===== config.mk =====
export PLATFORM = sky130hd
export DESIGN_NAME = vx_commit_gather
export DESIGN_NICKNAME = d
export VERILOG_FILES = /design/src/rtl/vx_commit_gather.sv
export SDC_FILE = /design/constraint.sdc
export NUM_CORES = 2
export LEC_CHECK = 0
export ABC_AREA = 1
export CAP_MARGIN = 30
export CORE_AREA = 5 5 513 515
export DETAILED_ROUTE_END_ITERATION = 7
export DIE_AREA = 0 0 518 520
export HOLD_SLACK_MARGIN = 0.15
export SLEW_MARGIN = 20
export SYNTH_ARGS = -nofsm -noshare
export SYNTH_HDL_FRONTEND = slang
export SYNTH_SLANG_ARGS = --single-unit

===== constraint.sdc =====
create_clock -name clk -period 36.9 [get_ports clk]
set_input_delay 7.38 -clock clk [delete_from_list [all_inputs] [get_ports clk]]
set_output_delay 7.38 -clock clk [all_outputs]
set_load 0.01 [all_outputs]

===== src/rtl/vx_commit_gather.sv =====
`default_nettype none
// ============================================================================
// Module      : vx_commit_gather
// Description : Merges NUM_UNITS execute-unit commit streams into a single
//               writeback/commit stream. Every input owns a 2-entry elastic
//               buffer; a round-robin arbiter with multi-packet (sop/eop)
//               locking picks a buffer head and loads a one-deep registered
//               output stage. Also keeps a retired-thread counter and
//               per-unit input stall counters.
// Ports       : clk, reset       - clock, synchronous active-high reset
//               in_valid/in_data - per-unit packet streams (unit i at slice
//               in_ready           [i*PKTW +: PKTW])
//               out_valid/out_data/out_unit/out_ready - merged stream and
//                                  its source unit
//               commit_count     - sum of popcount(tmask) of eop packets sent
//               perf_stalls      - per-unit cycles with in_valid & ~in_ready
// Revision    : 1.0 - initial release
// ============================================================================
module vx_commit_gather #(
    parameter int NUM_UNITS   = 4,
    parameter int NUM_THREADS = 4,
    parameter int XLEN        = 32,
    parameter int NR_BITS     = 6,
    parameter int PC_BITS     = 32,
    parameter int UUID_W      = 44,
    parameter int WIS_W       = 2,
    parameter int CTR_W       = 44,
    localparam int c_PKTW     = UUID_W + WIS_W + NUM_THREADS + PC_BITS + 1
                                + NR_BITS + NUM_THREADS * XLEN + 2,
    localparam int c_UW       = $clog2(NUM_UNITS)
) (
    input  logic                         clk,
    input  logic                         reset,
    input  logic [NUM_UNITS-1:0]         in_valid,
    input  logic [NUM_UNITS*c_PKTW-1:0]  in_data,
    output logic [NUM_UNITS-1:0]         in_ready,
    output logic                         out_valid,
    output logic [c_PKTW-1:0]            out_data,
    output logic [c_UW-1:0]              out_unit,
    input  logic                         out_ready,
    output logic [CTR_W-1:0]             commit_count,
    output logic [NUM_UNITS*CTR_W-1:0]   perf_stalls
);

    // LSB position of the tmask field inside a packet
    localparam int c_TM_LSB = 2 + NUM_THREADS * XLEN + NR_BITS + 1 + PC_BITS;

    localparam logic [0:0] c_ST_IDLE   = 1'b0;
    localparam logic [0:0] c_ST_LOCKED = 1'b1;

    logic [NUM_UNITS-1:0] w_head_valid;
    logic [NUM_UNITS-1:0] w_push;
    logic [NUM_UNITS-1:0] w_pop;
    logic [c_PKTW-1:0]    w_head_data [NUM_UNITS];

    logic [c_UW-1:0]      r_rr;
    logic [c_UW-1:0]      w_gnt;
    logic [c_UW-1:0]      w_idx;
    logic                 w_any;
    logic                 w_load_en;
    logic                 w_load;
    logic                 w_head_eop;

    logic [0:0]           r_state;
    logic [0:0]           w_state_nxt;
    logic [c_UW-1:0]      r_lock_unit;
    logic [c_UW-1:0]      w_lock_unit_nxt;

    logic [CTR_W-1:0]     w_popcnt;

    // ------------------------------------------------------------------
    // Per-unit 2-entry input buffers and stall counters
    // ------------------------------------------------------------------
    for (genvar gi = 0; gi < NUM_UNITS; gi++) begin : g_buf
        logic [c_PKTW-1:0] r_mem [2];
        logic              r_wr_ptr;
        logic              r_rd_ptr;
        logic [1:0]        r_count;
        logic [CTR_W-1:0]  r_stall;

        // Ready comes from pre-pop occupancy so it never depends on the
        // arbiter decision (no combinational path from out_ready).
        assign in_ready[gi]     = (r_count != 2'd2) & ~reset;
        assign w_push[gi]       = in_valid[gi] & in_ready[gi];
        assign w_head_valid[gi] = (r_count != 2'd0);
        assign w_head_data[gi]  = r_mem[r_rd_ptr];

        always_ff @(posedge clk) begin
            if (w_push[gi]) begin
                r_mem[r_wr_ptr] <= in_data[gi*c_PKTW +: c_PKTW];
            end
        end

        always_ff @(posedge clk) begin
            if (reset) begin
                r_wr_ptr <= 1'b0;
                r_rd_ptr <= 1'b0;
                r_count  <= 2'd0;
            end else begin
                if (w_push[gi]) begin
                    r_wr_ptr <= ~r_wr_ptr;
                end
                if (w_pop[gi]) begin
                    r_rd_ptr <= ~r_rd_ptr;
                end
                case ({w_push[gi], w_pop[gi]})
                    2'b10:   r_count <= r_count + 2'd1;
                    2'b01:   r_count <= r_count - 2'd1;
                    default: r_count <= r_count;
                endcase
            end
        end

        always_ff @(posedge clk) begin
            if (reset) begin
                r_stall <= '0;
            end else if (in_valid[gi] & ~in_ready[gi]) begin
                r_stall <= r_stall + CTR_W'(1);
            end
        end

        assign perf_stalls[gi*CTR_W +: CTR_W] = r_stall;
    end

    // ------------------------------------------------------------------
    // Arbiter: while locked only the lock owner may win, even when its
    // head is empty; otherwise round-robin starting at r_rr.
    // ------------------------------------------------------------------
    always_comb begin
        w_gnt = '0;
        w_any = 1'b0;
        w_idx = '0;
        if (r_state == c_ST_LOCKED) begin
            w_gnt = r_lock_unit;
            w_any = w_head_valid[r_lock_unit];
        end else begin
            // Scan from farthest to nearest so the candidate closest to
            // r_rr is the last (winning) assignment.
            for (int k = NUM_UNITS - 1; k >= 0; k--) begin
                w_idx = c_UW'((int'(r_rr) + k) % NUM_UNITS);
                if (w_head_valid[w_idx]) begin
                    w_gnt = w_idx;
                    w_any = 1'b1;
                end
            end
        end
    end

    assign w_load_en  = ~out_valid | out_ready;
    assign w_load     = w_load_en & w_any;
    assign w_head_eop = w_head_data[w_gnt][0];

    always_comb begin
        w_pop = '0;
        if (w_load) begin
            w_pop[w_gnt] = 1'b1;
        end
    end

    // ------------------------------------------------------------------
    // Lock FSM
    // ------------------------------------------------------------------
    always_ff @(posedge clk) begin
        if (reset) begin
            r_state     <= c_ST_IDLE;
            r_lock_unit <= '0;
        end else begin
            r_state     <= w_state_nxt;
            r_lock_unit <= w_lock_unit_nxt;
        end
    end

    always_comb begin
        w_state_nxt     = r_state;
        w_lock_unit_nxt = r_lock_unit;
        if (w_load) begin
            if (w_head_eop) begin
                w_state_nxt = c_ST_IDLE;
            end else begin
                w_state_nxt     = c_ST_LOCKED;
                w_lock_unit_nxt = w_gnt;
            end
        end
    end

    // Pointer only advances at packet boundaries so a multi-packet
    // sequence does not shift fairness mid-flight.
    always_ff @(posedge clk) begin
        if (reset) begin
            r_rr <= '0;
        end else if (w_load & w_head_eop) begin
            if (w_gnt == c_UW'(NUM_UNITS - 1)) begin
                r_rr <= '0;
            end else begin
                r_rr <= w_gnt + c_UW'(1);
            end
        end
    end

    // ------------------------------------------------------------------
    // Registered output stage
    // ------------------------------------------------------------------
    always_ff @(posedge clk) begin
        if (reset) begin
            out_valid <= 1'b0;
            out_data  <= '0;
            out_unit  <= '0;
        end else if (w_load) begin
            out_valid <= 1'b1;
            out_data  <= w_head_data[w_gnt];
            out_unit  <= w_gnt;
        end else if (out_ready) begin
            out_valid <= 1'b0;
        end
    end

    // ------------------------------------------------------------------
    // Retired-thread counter
    // ------------------------------------------------------------------
    always_comb begin
        w_popcnt = '0;
        for (int t = 0; t < NUM_THREADS; t++) begin
            w_popcnt = w_popcnt + CTR_W'(out_data[c_TM_LSB + t]);
        end
    end

    always_ff @(posedge clk) begin
        if (reset) begin
            commit_count <= '0;
        end else if (out_valid & out_ready & out_data[0]) begin
            commit_count <= commit_count + w_popcnt;
        end
    end

endmodule
`default_nettype wire

After elaboration in Yosys (flattened, before gate mapping)
Memory sizes are Yosys's and may differ from the RTL's. A register that Yosys moved wholly into a read port is not among the register bits.
Cells that the tools add are included.

cells by class
  add/sub/neg operators = 20
  order comparisons = 8
  equal/unequal tests = 13
  muxes and demuxes = 50
  bitwise logic cells = 33
  reduce and logical (&&, ||, !) cells = 11

operators with widths
  operator               number
  $bmux 219 s2           1
  $mux 219               2
  $add 44x1->44 const B  4
  $add 44x4->44          1
  $mux 1                 30
  $lt 2x3->1 const B     6
  $reduce_bool 2->1      9
  $and 1x1->1            16
  $pmux 2 s2             4
  $not 1->1              15
  $add 2x1->2 const B    6
  $mux 2                 6
  $bmux 1 s2             5
  $eq 2x2->1 const B     5
  $eq 2x1->1 const B     4
  $ne 2x2->1 const B     4
  $sub 2x1->2 const B    4
  $add 2x2->2 const B    2
  $add 3x1->4            1
  $mux 4                 1
  $add 2x1->3            1
  $ge 3x3->1 const B     1
  $not 2->3              1
  $add 1x1->2            1
  other kinds (5)        5

word-level totals
  flip-flop bits (word level) = 463
  RAM bits = 1752
  output and inout port bits = 446
  word-level logic and storage cells = 162
  memories = 4

memories
  memory          words  width  read ports  clocked after memory_dff  wr ports  line  source
  g_buf[0].r_mem  2      219    1           1                         1         75    logic [c_PKTW-1:0] r_mem [2];
  g_buf[1].r_mem  2      219    1           1                         1         75
  g_buf[2].r_mem  2      219    1           1                         1         75
  g_buf[3].r_mem  2      219    1           1                         1         75

Logic depth before layout (Yosys ltp)
  depth after elaboration = 15
  mapped depth = 23

Worst setup path before layout
OpenSTA, ideal clock, no wires.

  kind = input to register
  start = input port reset
  end = memory g_buf[0].r_mem[0][0] in the netlist's numbering, enable pin
  library setup time = 0.803 ns
  data arrival time = 17.047 ns
  path slack = 19.050 ns
  stages on the path = 4
  path buffers = 1
  path through = buf_4 -> a21oi_1 -> nand2_1 -> nor2_1

between the ends
  cells in the longest elaborated chain, start to end = 5

RTL lines
  item                          line  source
  start, declared               33    input logic reset,
  $not 1->1                     83    assign in_ready[gi] = (r_count != 2'd2) & ~reset;
  $and 1x1->1                   83
  net in_ready[0]               36    output logic [NUM_UNITS-1:0] in_ready,
  $and 1x1->1                   84    assign w_push[gi] = in_valid[gi] & in_ready[gi];
  $mux 1                        89    if (w_push[gi]) begin
  $mux 1 (implied by the code)  90    r_mem[r_wr_ptr] <= in_data[gi*c_PKTW +: c_PKTW];
  end, declared                 75

The timed path passes the listed nets, and every way through them passes these cells.

Worst setup path in the final report
  start = input port reset
  end = output port in_ready[2]

between the ends
  cells in the longest elaborated chain, start to end = 2

RTL lines
  item           line
  $not 1->1      83
  $and 1x1->1    83
  end, declared  36

Every way passes these cells.

==> qor.csv <==
stage;metric;value;unit
run_status;status;complete, no violations;
power_and_ir_drop;p_per_area;78.02;nW/µm²
place;dp_cells;11410;
global_routing;grt_pass1_wl;457800;µm
sta;period_share;44.27;%
global_routing;grt_pass1_vias;59930;
yosys;synth_area_leaders;edfxtp_1 58%, dfxtp_1 10%, mux2i_1 6.3%;
yosys;ys.flop_type;edfxtp_1;
sta;tns;0;ps
floorplan;row_count;187;
worst_hold_path;holdCritStartpoint;commit_count[43];
cells_and_area;fin_util;44.58;%
global_routing;grt_usage;23.58;%
flow_run;maxCapViolCount;0;
yosys;synth.largest_area_cell;edfxtp_1;
setup_path;r2r_end;out_data[143];
routing;drt-vias-per-instance;5.135;
cells_and_area;syn_to_final_growth;27.93;%
yosys;ys_warn_count;0;
sta;drv_slew;0;
floorplan;pin_count;1329;
routing;vias;61520;
routing;detail_route.iter0.violations;5295;
setup_path;crit_end;in_ready[2];
yosys;yosysUniqueCellTypes;54;
cells_and_area;n_fill_cell;23410;
cells_and_area;drive_above_1_share;10.95;%
sta;rsz0062_at_grt;false;
place;numPortBuffers;1328;
clock_tree;clk_latency;910;ps
sta;layout_min_cycle_time;16340;ps
worst_hold_path;worst_hold_path_type;reg -> reg;
setup_path;worstSetupEndpointType;primary output;
routing;drt-total-wl;331400;µm
floorplan;die_h;520;µm
setup_path;crit_family;buffers and inverters;
clock_tree;ctsLongestPathBuffers;4;
setup_path;cp.depth;5;
floorplan;dieArea;269400;µm²
setup_path;crit_path_cell_trace;buf_4 > inv_8 > o21ai_2 > inv_1 > clkdlybuf4s50_1;
setup_path;path_buf_inv;4;
routing;drc;0;
cells_and_area;finalNonFillerCells;11980;
power_and_ir_drop;ir_drop;0.1375;mV
global_routing;grt_max_degree;136;
cells_and_area;final-seq-area;61970;µm²
yosys;async_flop_share;0;%
yosys;ys_ff_latch;2219;
setup_path;rr_startpoint;g_buf[3].r_count[1];
clock_tree;cts_buffers;244;
setup_path;reg2reg_depth;17;
setup_path;worstPathMaxFanout;132;
setup_path;slowest_stage;clkdlybuf4s50_1;
clock_tree;cts_hold_buf;0;
global_routing;antenna_found_initial;230;
setup_path;cp_data_required_time;29520;ps
cells_and_area;fin_nets;9155;
global_routing;overflow;0;
yosys;synth-edff-count;1752;
yosys;syn_avg_cell_area;12.98;µm²
floorplan;die_width;518;µm
clock_tree;cts_resized;0;
yosys;netlist_instances;6937;
setup_path;slowest_delay;550;ps
clock_tree;cts_tree;done;
yosys;synth_top_area_share;58.45;%
setup_path;critPathArrivalTime;8960;ps
routing;avgRoutedWirePerCell;27.66;µm
setup_path;worstSetupStartpointType;input port;
clock_tree;htreeDepth;4;
clock_tree;cts.clk_slew.worst_paths;50;ps
sta;clock.fmax;61.22;MHz
clock_tree;cts_root_buf;clkbuf_16;
floorplan;core-area;258300;µm²
cells_and_area;multi_input_area;24510;µm²
yosys;seq_area_frac_synth;68.83;%
sta;hold_viol_final;0;
power_and_ir_drop;p_leak;0.03900;µW
place;hpwl;233100;µm
sta;clock_skew;92.81;ps
place;place.gp.congestion;0.9227;
sta;setup_viol;0;
clock_tree;cts.sinks;2219;
clock_tree;postCtsSetupBuffers;0;
sta;relSlewSlack;28.18;%
routing;first_pass_iters;7;
yosys;netlist_area;90010;µm²
setup_path;r2r_slack;31800;ps
yosys;synth_nets;7833;
setup_path;criticalPathCategory;in -> out;
setup_path;crit_start;reset;
floorplan;initial_core_util;34.85;%
routing;ant_nets;0;
sta;tightest_slew;1077;ps
-- worst register-to-register path: cells and delay by family (launching register included) --
kind / cells / cell delay [ps]
buf+inv: 4 / 2560
flops: 1 / 360
simple gates: 12 / 1870
compound gates: 1 / 260
-- power breakdown --
| group | total [µW] | internal, µW | leakage [µW] | switching [µW] |
|---|---|---|---|---|
| combinational | 3440 | 1180 | 0.0152 | 2270 |
| clock | 2440 | 1430 | 0.00392 | 1010 |
| sequential | 3100 | 2970 | 0.0199 | 138 |
-- final cells by class --
type	instances	share of cell area, %
Multi-Input combinational cell	3843	21.28
Inverter	528	1.747
Sequential cell	2219	53.82
Tap cell	3402	3.696
Timing Repair Buffer	1423	12.26
Clock buffer	347	5.972
Clock inverter	105	0.9757
Antenna cell	113	0.2456
-- placed cells by master (no fill, tap or decap), types with 60 or more instances in the layout --
master,instances
nand3_1,447
clkbuf_1,68
dfxtp_1,463
diode_2,113
a21oi_2,90
inv_1,518
nor3_1,104
clkbuf_16,247
buf_4,88
o21a_1,240
nand4_1,60
nand2_1,893
edfxtp_1,1752
mux2_2,303
o21ai_0,256
a21oi_1,303
nor2_1,234
o21ai_1,96
mux2i_1,569
clkdlybuf4s50_1,1327
-- routing by layer --
layer	vias up	part of all wire (%)	track usage (%)
met3	655	8.9	7.413
met1	30440	40	29.00
li1	27830	-	-
met5	-	0.30	0
met4	150	4.0	9.823
met2	2445	47	38.49
-- state kept, by name (all words and copies together) (netlist names), named ones only --
signal,count
r_state,1
out_valid,1
out_data,219
commit_count,44
out_unit,2
g_buf.r_count,8
g_buf.r_wr_ptr,4
r_lock_unit,2
g_buf.r_rd_ptr,4
g_buf.r_stall,176
r_rr,2
g_buf.r_mem,1752
-- cells in the mapped netlist, types with 60 or more instances --
cell type and instances:
nor3_1 104, mux2_2 303, dfxtp_1 467, nand3_1 447, o21ai_0 257, clkbuf_1 199, nand2_1 893, o21ai_1 96
edfxtp_1 1752, a21oi_1 303, nand4_1 60, a21oi_2 90, inv_1 520, mux2i_1 569, buf_2 77, nor2_1 242
o21a_1 240
-- kinds of logic (layout without fill, tap and decap cells) --
group / Yosys count / in the layout / share of synthesized area (%)
other cells: 0 / 113 / 0
buf+inv: 875 / 2403 / 4.027
xor+xnor: 55 / 55 / 0.5352
compound gates: 1078 / 1078 / 7.439
simple gates: 1825 / 1825 / 8.841
flops: 2219 / 2219 / 68.83
mux: 872 / 872 / 10.12
fa+ha+maj: 13 / 13 / 0.2057
-- per-stage QoR --
| stage | hold WS, ps | power, µW | area [µm²] | setup WS, ps |
|---|---|---|---|---|
| 6_report | 467.4 | 8984 | 115200 | 20560 |
| 5_1_grt | 492.1 | 9464 | 115100 | 20470 |
| 4_1_cts | 467.5 | 9090 | 114800 | 20590 |
| 3_5_place_dp | 456.5 | 6637 | 106800 | 20590 |
| 3_3_place_gp | 452.6 | 6598 | 106800 | 20630 |
| 2_1_floorplan | 455.8 | 5364 | 90010 | 19050 |
-- how the worst min path moves through the flow --
| stage | cells past startpoint | endpoint | slack (ps) |
|---|---|---|---|
| after global routing | 2 | g_buf[1].r_stall[43] | 490 |
| final | 1 | commit_count[43] | 470 |
| after floorplan | 2 | r_lock_unit[1] | 460 |
| after global placement | 1 | commit_count[43] | 450 |
| after CTS | 1 | commit_count[43] | 470 |
| after detailed placement | 1 | commit_count[43] | 460 |
(Power assumes the default switching activity.)
